==> src/rtl/bus_demux_8ch32_if.sv <==
// Bus bundle for the 8-channel demux: one input stream fanning out to eight
// single-slot channel outputs, each with its own ready.
interface bus_demux_8ch32_if #(
    parameter int DATA_W = 32
);
    logic [DATA_W-1:0] databus;
    logic [2:0]        sel;
    logic              in_valid;
    logic              in_ready;
    logic [DATA_W-1:0] D0, D1, D2, D3, D4, D5, D6, D7;
    logic [7:0]        out_valid;
    logic [7:0]        out_ready;
    logic [3:0]        pending;

    modport slave (
        input  databus, sel, in_valid, out_ready,
        output in_ready, D0, D1, D2, D3, D4, D5, D6, D7, out_valid, pending
    );

    modport master (
        output databus, sel, in_valid, out_ready,
        input  in_ready, D0, D1, D2, D3, D4, D5, D6, D7, out_valid, pending
    );
endinterface

==> src/rtl/bus_demux_8ch32.sv <==
// 1-to-8 demultiplexer with one holding slot per channel; a channel accepts
// a new word when empty or while its current word is being drained.
module bus_demux_8ch32_lane #(
    parameter int DATA_W = 32
) (
    input  logic              clk,
    input  logic              rst_n,
    input  logic              load_i,
    input  logic              drain_i,
    input  logic [DATA_W-1:0] data_i,
    output logic [DATA_W-1:0] data_o,
    output logic              valid_o,
    output logic              valid_nxt_o
);
    logic [DATA_W-1:0] data_q, data_d;
    logic              valid_q, valid_d;

    // Load wins over drain so a same-cycle drain+load keeps the slot full.
    always_comb begin
        data_d  = data_q;
        valid_d = valid_q & ~drain_i;
        if (load_i) begin
            data_d  = data_i;
            valid_d = 1'b1;
        end
    end

    always_ff @(posedge clk or negedge rst_n) begin
        if (!rst_n) begin
            data_q  <= '0;
            valid_q <= 1'b0;
        end else begin
            data_q  <= data_d;
            valid_q <= valid_d;
        end
    end

    assign data_o      = data_q;
    assign valid_o     = valid_q;
    assign valid_nxt_o = valid_d;
endmodule

module bus_demux_8ch32 #(
    parameter int DATA_W = 32
) (
    input  logic                  clk,
    input  logic                  rst_n,
    bus_demux_8ch32_if.slave      bus
);
    localparam int NUM_CH = 8;

    logic [NUM_CH-1:0][DATA_W-1:0] ch_data;
    logic [NUM_CH-1:0]             ch_valid;
    logic [NUM_CH-1:0]             ch_valid_nxt;
    logic [NUM_CH-1:0]             load;
    logic                          fire;
    logic [3:0]                    pending_q, pending_d;

    // Ready depends only on the selected slot, never on in_valid.
    assign bus.in_ready = ~ch_valid[bus.sel] | bus.out_ready[bus.sel];
    assign fire         = bus.in_valid & bus.in_ready;

    always_comb begin
        load = '0;
        load[bus.sel] = fire;
    end

    for (genvar c = 0; c < NUM_CH; c++) begin : g_lane
        bus_demux_8ch32_lane #(.DATA_W(DATA_W)) u_lane (
            .clk         (clk),
            .rst_n       (rst_n),
            .load_i      (load[c]),
            .drain_i     (bus.out_ready[c]),
            .data_i      (bus.databus),
            .data_o      (ch_data[c]),
            .valid_o     (ch_valid[c]),
            .valid_nxt_o (ch_valid_nxt[c])
        );
    end

    always_comb begin
        pending_d = '0;
        for (int c = 0; c < NUM_CH; c++)
            pending_d = pending_d + {3'd0, ch_valid_nxt[c]};
    end

    always_ff @(posedge clk or negedge rst_n) begin
        if (!rst_n) pending_q <= '0;
        else        pending_q <= pending_d;
    end

    assign bus.out_valid = ch_valid;
    assign bus.pending   = pending_q;
    assign bus.D0 = ch_data[0];
    assign bus.D1 = ch_data[1];
    assign bus.D2 = ch_data[2];
    assign bus.D3 = ch_data[3];
    assign bus.D4 = ch_data[4];
    assign bus.D5 = ch_data[5];
    assign bus.D6 = ch_data[6];
    assign bus.D7 = ch_data[7];
endmodule

==> src/flat_wrapper.sv <==
// flat-port wrapper written by rule: the top's interface ports become plain ports
module bus_demux_8ch32_flat 
#(
    parameter int DATA_W = 32
)
  (clk, rst_n, bus_databus, bus_sel, bus_in_valid, bus_out_ready, bus_in_ready, bus_D0, bus_D1, bus_D2, bus_D3, bus_D4, bus_D5, bus_D6, bus_D7, bus_out_valid, bus_pending);
  bus_demux_8ch32_if #(.DATA_W(DATA_W)) bus_i ();
  input  logic clk;
  input  logic rst_n;
  input wire logic [$bits(bus_i.databus)-1:0] bus_databus;
  input wire logic [$bits(bus_i.sel)-1:0] bus_sel;
  input wire logic [$bits(bus_i.in_valid)-1:0] bus_in_valid;
  input wire logic [$bits(bus_i.out_ready)-1:0] bus_out_ready;
  output wire logic [$bits(bus_i.in_ready)-1:0] bus_in_ready;
  output wire logic [$bits(bus_i.D0)-1:0] bus_D0;
  output wire logic [$bits(bus_i.D1)-1:0] bus_D1;
  output wire logic [$bits(bus_i.D2)-1:0] bus_D2;
  output wire logic [$bits(bus_i.D3)-1:0] bus_D3;
  output wire logic [$bits(bus_i.D4)-1:0] bus_D4;
  output wire logic [$bits(bus_i.D5)-1:0] bus_D5;
  output wire logic [$bits(bus_i.D6)-1:0] bus_D6;
  output wire logic [$bits(bus_i.D7)-1:0] bus_D7;
  output wire logic [$bits(bus_i.out_valid)-1:0] bus_out_valid;
  output wire logic [$bits(bus_i.pending)-1:0] bus_pending;
  assign bus_i.databus = bus_databus;
  assign bus_i.sel = bus_sel;
  assign bus_i.in_valid = bus_in_valid;
  assign bus_i.out_ready = bus_out_ready;
  assign bus_in_ready = bus_i.in_ready;
  assign bus_D0 = bus_i.D0;
  assign bus_D1 = bus_i.D1;
  assign bus_D2 = bus_i.D2;
  assign bus_D3 = bus_i.D3;
  assign bus_D4 = bus_i.D4;
  assign bus_D5 = bus_i.D5;
  assign bus_D6 = bus_i.D6;
  assign bus_D7 = bus_i.D7;
  assign bus_out_valid = bus_i.out_valid;
  assign bus_pending = bus_i.pending;
  bus_demux_8ch32 #(.DATA_W(DATA_W)) u_core (.clk(clk), .rst_n(rst_n), .bus(bus_i));
endmodule
==> config.mk <==
export PLATFORM = sky130hd
export DESIGN_NAME = bus_demux_8ch32_flat
export DESIGN_NICKNAME = d
export VERILOG_FILES = /design/src/rtl/bus_demux_8ch32_if.sv /design/src/rtl/bus_demux_8ch32.sv /design/src/flat_wrapper.sv
export SDC_FILE = /design/constraint.sdc
export NUM_CORES = 1
export LEC_CHECK = 0
export BUFFER_PORTS_ARGS = -buffer_cell sky130_fd_sc_hd__buf_2
export CORE_ASPECT_RATIO = 1.4
export CORE_UTILIZATION = 55
export DETAILED_ROUTE_END_ITERATION = 8
export HOLD_SLACK_MARGIN = 0.06
export PLACE_DENSITY = 0.91
export SLEW_MARGIN = 10
export SYNTH_ARGS = -nofsm -noshare
export SYNTH_HDL_FRONTEND = slang
export SYNTH_SLANG_ARGS = --single-unit
==> constraint.sdc <==
create_clock -name clk -period 7.96 [get_ports clk]
set_input_delay 0 -clock clk [delete_from_list [all_inputs] [get_ports clk]]
set_output_delay 0 -clock clk [all_outputs]
set_load 0.02 [all_outputs]
* Yosys cells after proc, flatten, opt, wreduce, memory -nomap -nowiden
Index checks and enable logic that the tools add are counted.
** Cells by class
- Add/sub/neg operators :: 7
- Order comparisons :: 2
- Muxes and demuxes :: 14
- Bitwise operators :: 20
- Reductions and logical operators :: 1
** Operators by type and width (number)
- adder 4 x 1 -> 4 bit :: 6
- 2-to-1 mux 1 bit :: 11
- bitwise AND 1 bit :: 9
- NOT 1 bit :: 9
- bitwise AND 8 bit :: 1
- binary-select mux 1 bit (select 3 bit) :: 2
- < comparator 3 x 4 -> 1 bit, second input constant :: 1
- demux 1 bit (select 3 bit) :: 1
- >= comparator 3 x 1 -> 1 bit, second input constant :: 1
- adder 1 x 1 -> 2 bit :: 1
- logical AND 1 bit :: 1
- OR 1 bit :: 1
** Storage, ports and cells
- Flip-flop bits (word level) :: 268
- Input port bits :: 46
- Output and inout port bits :: 269
- Logic and storage cells :: 61

* Longest topological paths before layout
- Depth in word-level cells :: 14
- Gate-level depth with buffers :: 16
- Gate-level depth less buffers :: 13

* By module
A second synthesis with hierarchy kept.
** Unflattened totals
- Cells, all modules :: 629
- Area, all modules :: 11562.3 um^2
** By module, submodules not included
- bus_demux_8ch32_lane :: times used 8, cells each 71, area each 1377.6 um^2, seq. area each 825.8 um^2
- bus_demux_8ch32 :: times used 1, cells each 61, area each 541.8 um^2, seq. area each 100.1 um^2

* Least setup slack after synthesis
No wires, ideal clock.
- Path kind :: register to register
- From :: reg u_core.g_lane[0].u_lane.valid_q
- To :: reg u_core.pending_q[2] (netlist: u_core.bus.pending[2])
- Library setup time :: 123 ps
- Arrival :: 3989 ps
- Data required time :: 7837 ps
- Setup slack :: 3848 ps
- Stages on the path, launching flop included :: 16
- Path buffers :: 2
- Period minus slack after synthesis :: 4112 ps
- Cell sequence :: dfrtp_1 > or3b_2 > a21oi_1 > o31a_1 > buf_6 > nor4_4 > buf_4 > a21o_1 > ha_1 > fa_1 > inv_1 > fa_1 > inv_1 > fa_1 > fa_1 > xor2_1
** On the way
- Longest elaborated chain between the ends :: 14
- Elaborated cells on any way between the ends :: 22
- Classes of those cells :: 7 x add/sub; 10 x mux; 5 x bitwise
** RTL lines
- start, declared :: RTL line bus_demux_8ch32.sv:16 : logic valid_q, valid_d;
- start signal, assigned :: RTL line bus_demux_8ch32.sv:34 : valid_q <= valid_d;
- binary-select mux 1 bit (select 3 bit) :: RTL line bus_demux_8ch32.sv:60 : assign bus.in_ready = ~ch_valid[bus.sel] | bus.out_ready[bus.sel];
- 2-to-1 mux 1 bit (not written as such) :: RTL line bus_demux_8ch32.sv:60
- NOT 1 bit :: RTL line bus_demux_8ch32.sv:60
- OR 1 bit :: RTL line bus_demux_8ch32.sv:60
- bitwise AND 1 bit :: RTL line bus_demux_8ch32.sv:61 : assign fire = bus.in_valid & bus.in_ready;
- bitwise AND 8 bit (no line)
- 2-to-1 mux 1 bit :: RTL line bus_demux_8ch32.sv:22 : if (load_i) begin
- named net u_core.g_lane[1].u_lane.valid_nxt_o :: RTL line bus_demux_8ch32.sv:13 : output logic valid_nxt_o
- adder 1 x 1 -> 2 bit :: RTL line bus_demux_8ch32.sv:84 : pending_d = pending_d + {3'd0, ch_valid_nxt[c]};
- adder 4 x 1 -> 4 bit (6 in a row) :: RTL line bus_demux_8ch32.sv:84
- named net u_core.pending_d[2] :: RTL line bus_demux_8ch32.sv:57 : logic [3:0] pending_q, pending_d;
- end signal, assigned :: RTL line bus_demux_8ch32.sv:89 : else pending_q <= pending_d;
- end, declared :: RTL line bus_demux_8ch32.sv:57
The timed path passes the listed nets, and every way through them passes these cells. The select of a mux whose other input is x is not followed.
A chain may end at the register's enable or synchronous reset.

* Worst setup path in the final report
Same ends and word-level chain as after synthesis.

==> flow_summary.json <==
{
  "status": "complete, no violations",
  "cts_setup_buffers": 0,
  "leakagePower_nw": 6.57,
  "place_congestion": 0.845,
  "grt_pass1_wl_um": 42100,
  "die_x_um": 119,
  "die_h_um": 165,
  "wire_per_inst_um": 22.1,
  "grt_max_degree": 127,
  "clockRootBuffer": "clkbuf_16",
  "final_area_um2": 13400,
  "path_clk_slew_ns": 0.06,
  "setup_viol": 0,
  "drive_above_1_share_pct": 62.8,
  "cp.required_ns": 8.36,
  "area_growth_pct": 28.2,
  "synth_fp_nets": 672,
  "met2_length_um": 14200,
  "layout_min_cycle_time_ns": 4.46,
  "fin_worst_skew_ns": 0.0102,
  "cts_tree": "built",
  "syn_inst": 619,
  "rsz0062_at_grt": "false",
  "fillCellCount": 1143,
  "wl_um": 27300,
  "grt_use_total_pct": 27.9,
  "power_mw": 4.28,
  "htreeDepth": 1,
  "setup_tns_ns": 0,
  "peakVddDrop_uv": 334,
  "finalHoldViolCount": 0,
  "design.die.area_um2": 19600,
  "critPathArrivalTime_ns": 4.86,
  "first_iter_violations": 371,
  "syn-mean-instance-area_um2": 16.9,
  "synth-edff-count": 0,
  "fin_util_pct": 72.3,
  "nNetsFinal": 1028,
  "cts_buffers": 25,
  "endpoint_kind": "register",
  "hold_class": "input pin to register",
  "io_buffer_count": 314,
  "post_cts_resized": 0,
  "ys_seq_elements": 268,
  "crit_type": "register to register",
  "drv_cap": 0,
  "hpwl_um": 16500,
  "worst_pin_slew_ns": 1.06,
  "final_antenna_net_count": 0,
  "firstDrtPassIters": 4,
  "ys_types": 30,
  "synthFlopType": "dfrtp_1",
  "cts_buffer_depth": 3,
  "max_freq_mhz": 224,
  "clock_latency_ns": 0.51,
  "worstPathMaxFanout": 8,
  "drv_slew": 0,
  "yosysWarnings": 0,
  "syn_area_um2": 10500,
  "overflow": 0,
  "ioPinCount": 315,
  "relSlewSlack_pct": 28.8,
  "grt_pass1_vias": 7434,
  "dr_wl_met3_um": 1790,
  "fin_crit_sh_pct": 56.1,
  "cp-start-kind": "register",
  "drc_errors": 0,
  "antenna_found_initial": 1,
  "seq_area_frac_synth_pct": 63.9,
  "core_um2": 18600,
  "dpl_cell_area_um2": 12200,
  "route.vias.total": 6811,
  "yosysTopAreaCell": "dfrtp_1",
  "cts.sinks": 268,
  "pwr_density_cell_nw_per_um2": 319,
  "vias_per_cell": 5.51,
  "highest_layer": "met4",
  "initial_core_util_pct": 56.4,
  "synth_area_leaders": "dfrtp_1 (64%), mux2_2 (24%), mux2_4 (4.0%)",
  "met1_length_um": 10200,
  "synthDominantCellAreaShare_pct": 63.9,
  "rows": 59,
  "holdBufCountCts": 42,
  "async_reset_ff_share_pct": 100
}
[registers in the layout (all words and copies together) (netlist names)]
name                          count
u_core.g_lane.u_lane.data_o     256
u_core.g_lane.u_lane.valid_o      8
u_core.bus.pending                4
[per-layer routing]
| layer | GRT usage, % | up-vias |
|---|---|---|
| met2 | 49.7 | 321 |
| met3 | 5.91 | 78 |
| li1 | - | 2879 |
| met4 | 13.0 | 0 |
| met5 | 0 | - |
| met1 | 32.3 | 3533 |
[cells by family after synthesis]
group / after synthesis / share of synthesized area [%]
AO/OA/AOI/OAI: 15 / 0.931
XOR/XNOR: 1 / 0.0835
adder cells (fa/ha/maj): 7 / 1.12
buffers and inverters: 48 / 2.79
flip-flops: 268 / 63.9
multiplexers: 261 / 29.3
AND/OR/NAND/NOR: 19 / 1.85
[through the flow]
| step | setup WS [ns] | cells | hold slack (ns) |
|---|---|---|---|
| floorplan | 3.85 | 619 | -0.296 |
| global placement | 3.42 | 1150 | 0.158 |
| detailed placement | 3.32 | 1150 | 0.158 |
| CTS | 3.49 | 1236 | 0.0672 |
| global route | 3.28 | 1237 | 0.111 |
| finish | 3.50 | 1237 | 0.0979 |
[placed cells by master (no fill, tap or decap), drive strengths merged]
cell | netlist | routed
nand3b | 3 | 3
bufinv | 0 | 1
nor4b | 2 | 2
nor2b | 2 | 2
clkbuf | 0 | 36
mux2 | 256 | 256
mux2i | 3 | 3
fa | 4 | 4
or2b | 1 | 1
diode | 0 | 1
o22ai | 1 | 1
nand3 | 1 | 1
dlygate4sd3 | 0 | 42
nor4 | 1 | 1
dfrtp | 268 | 268
o21ai | 1 | 1
inv | 12 | 13
nor3 | 3 | 3
or3b | 1 | 1
ha | 3 | 3
mux4 | 2 | 2
o31a | 1 | 1
buf | 36 | 323
nor3b | 1 | 1
nand2 | 4 | 4
xor2 | 1 | 1
clkinv | 0 | 6
a21oi | 5 | 5
a21o | 7 | 7
[final timing paths]
path | from | end | slack [ns] | depth (start not counted)
setup / recovery | u_core.g_lane[0].u_lane.valid_o$_DFF_PN0_ | u_core.bus.pending[2]$_DFF_PN0_ | 3.50 | 13
hold / removal | bus_sel[1] | u_core.g_lane[1].u_lane.valid_o$_DFF_PN0_ | 0.1 | 3
setup reg to reg | u_core.g_lane[0].u_lane.valid_o$_DFF_PN0_ | u_core.bus.pending[2]$_DFF_PN0_ | 3.50 | 13
hold reg to reg | u_core.g_lane[0].u_lane.data_o[30]$_DFFE_PN0P_ | u_core.g_lane[0].u_lane.data_o[30]$_DFFE_PN0P_ | 0.48 | 1
max in group asynchronous | rst_n | u_core.g_lane[4].u_lane.data_o[29]$_DFFE_PN0P_ | 6.27 | 3
min in group asynchronous | rst_n | u_core.g_lane[7].u_lane.data_o[11]$_DFFE_PN0P_ | 0.17 | 2
[cells in the mapped netlist (2+ instances only)]
master,count
nor3_2,2
buf_6,4
fa_1,4
ha_1,3
inv_1,12
dfrtp_1,268
mux2_2,222
nand2_1,4
a21o_1,7
nor4b_4,2
mux2_1,6
mux4_1,2
mux2_4,28
buf_2,15
nand3b_1,2
mux2i_1,3
nor2b_1,2
buf_4,17
a21oi_1,5
[area by class of cell]
type | instances | area [um^2] | area share [%]
timing repair buffer | 365 | 2070 | 15.4
antenna | 1 | 2.50 | 0.0186
sequential | 268 | 6710 | 49.9
inverter | 12 | 45.0 | 0.335
clock buffer | 36 | 737 | 5.48
clock inverter | 8 | 72.6 | 0.540
multi-input combinational | 303 | 3510 | 26.1
tap | 244 | 305 | 2.27
[worst max-delay path, stage by stage, from the launching register on]
cell,delay [ns]
dfrtp_1,0.36
or3b_2,0.45
a21oi_1,0.15
o31a_1,0.64
nor4_4,0.08
a21o_1,0.20
ha_1,0.32
fa_1,0.52
inv_1,0.06
fa_1,0.50
inv_1,0.06
fa_1,0.45
fa_1,0.39
xor2_1,0.16
[report_power, final]
| group | leakage, nW | total [mW] | internal, mW | switching [mW] |
|---|---|---|---|---|
| Combinational | 2.93 | 1.25 | 0.503 | 0.745 |
| Sequential | 3.24 | 1.86 | 1.68 | 0.178 |
| Clock | 0.405 | 1.17 | 0.675 | 0.500 |
(Power assumes the default switching activity.)
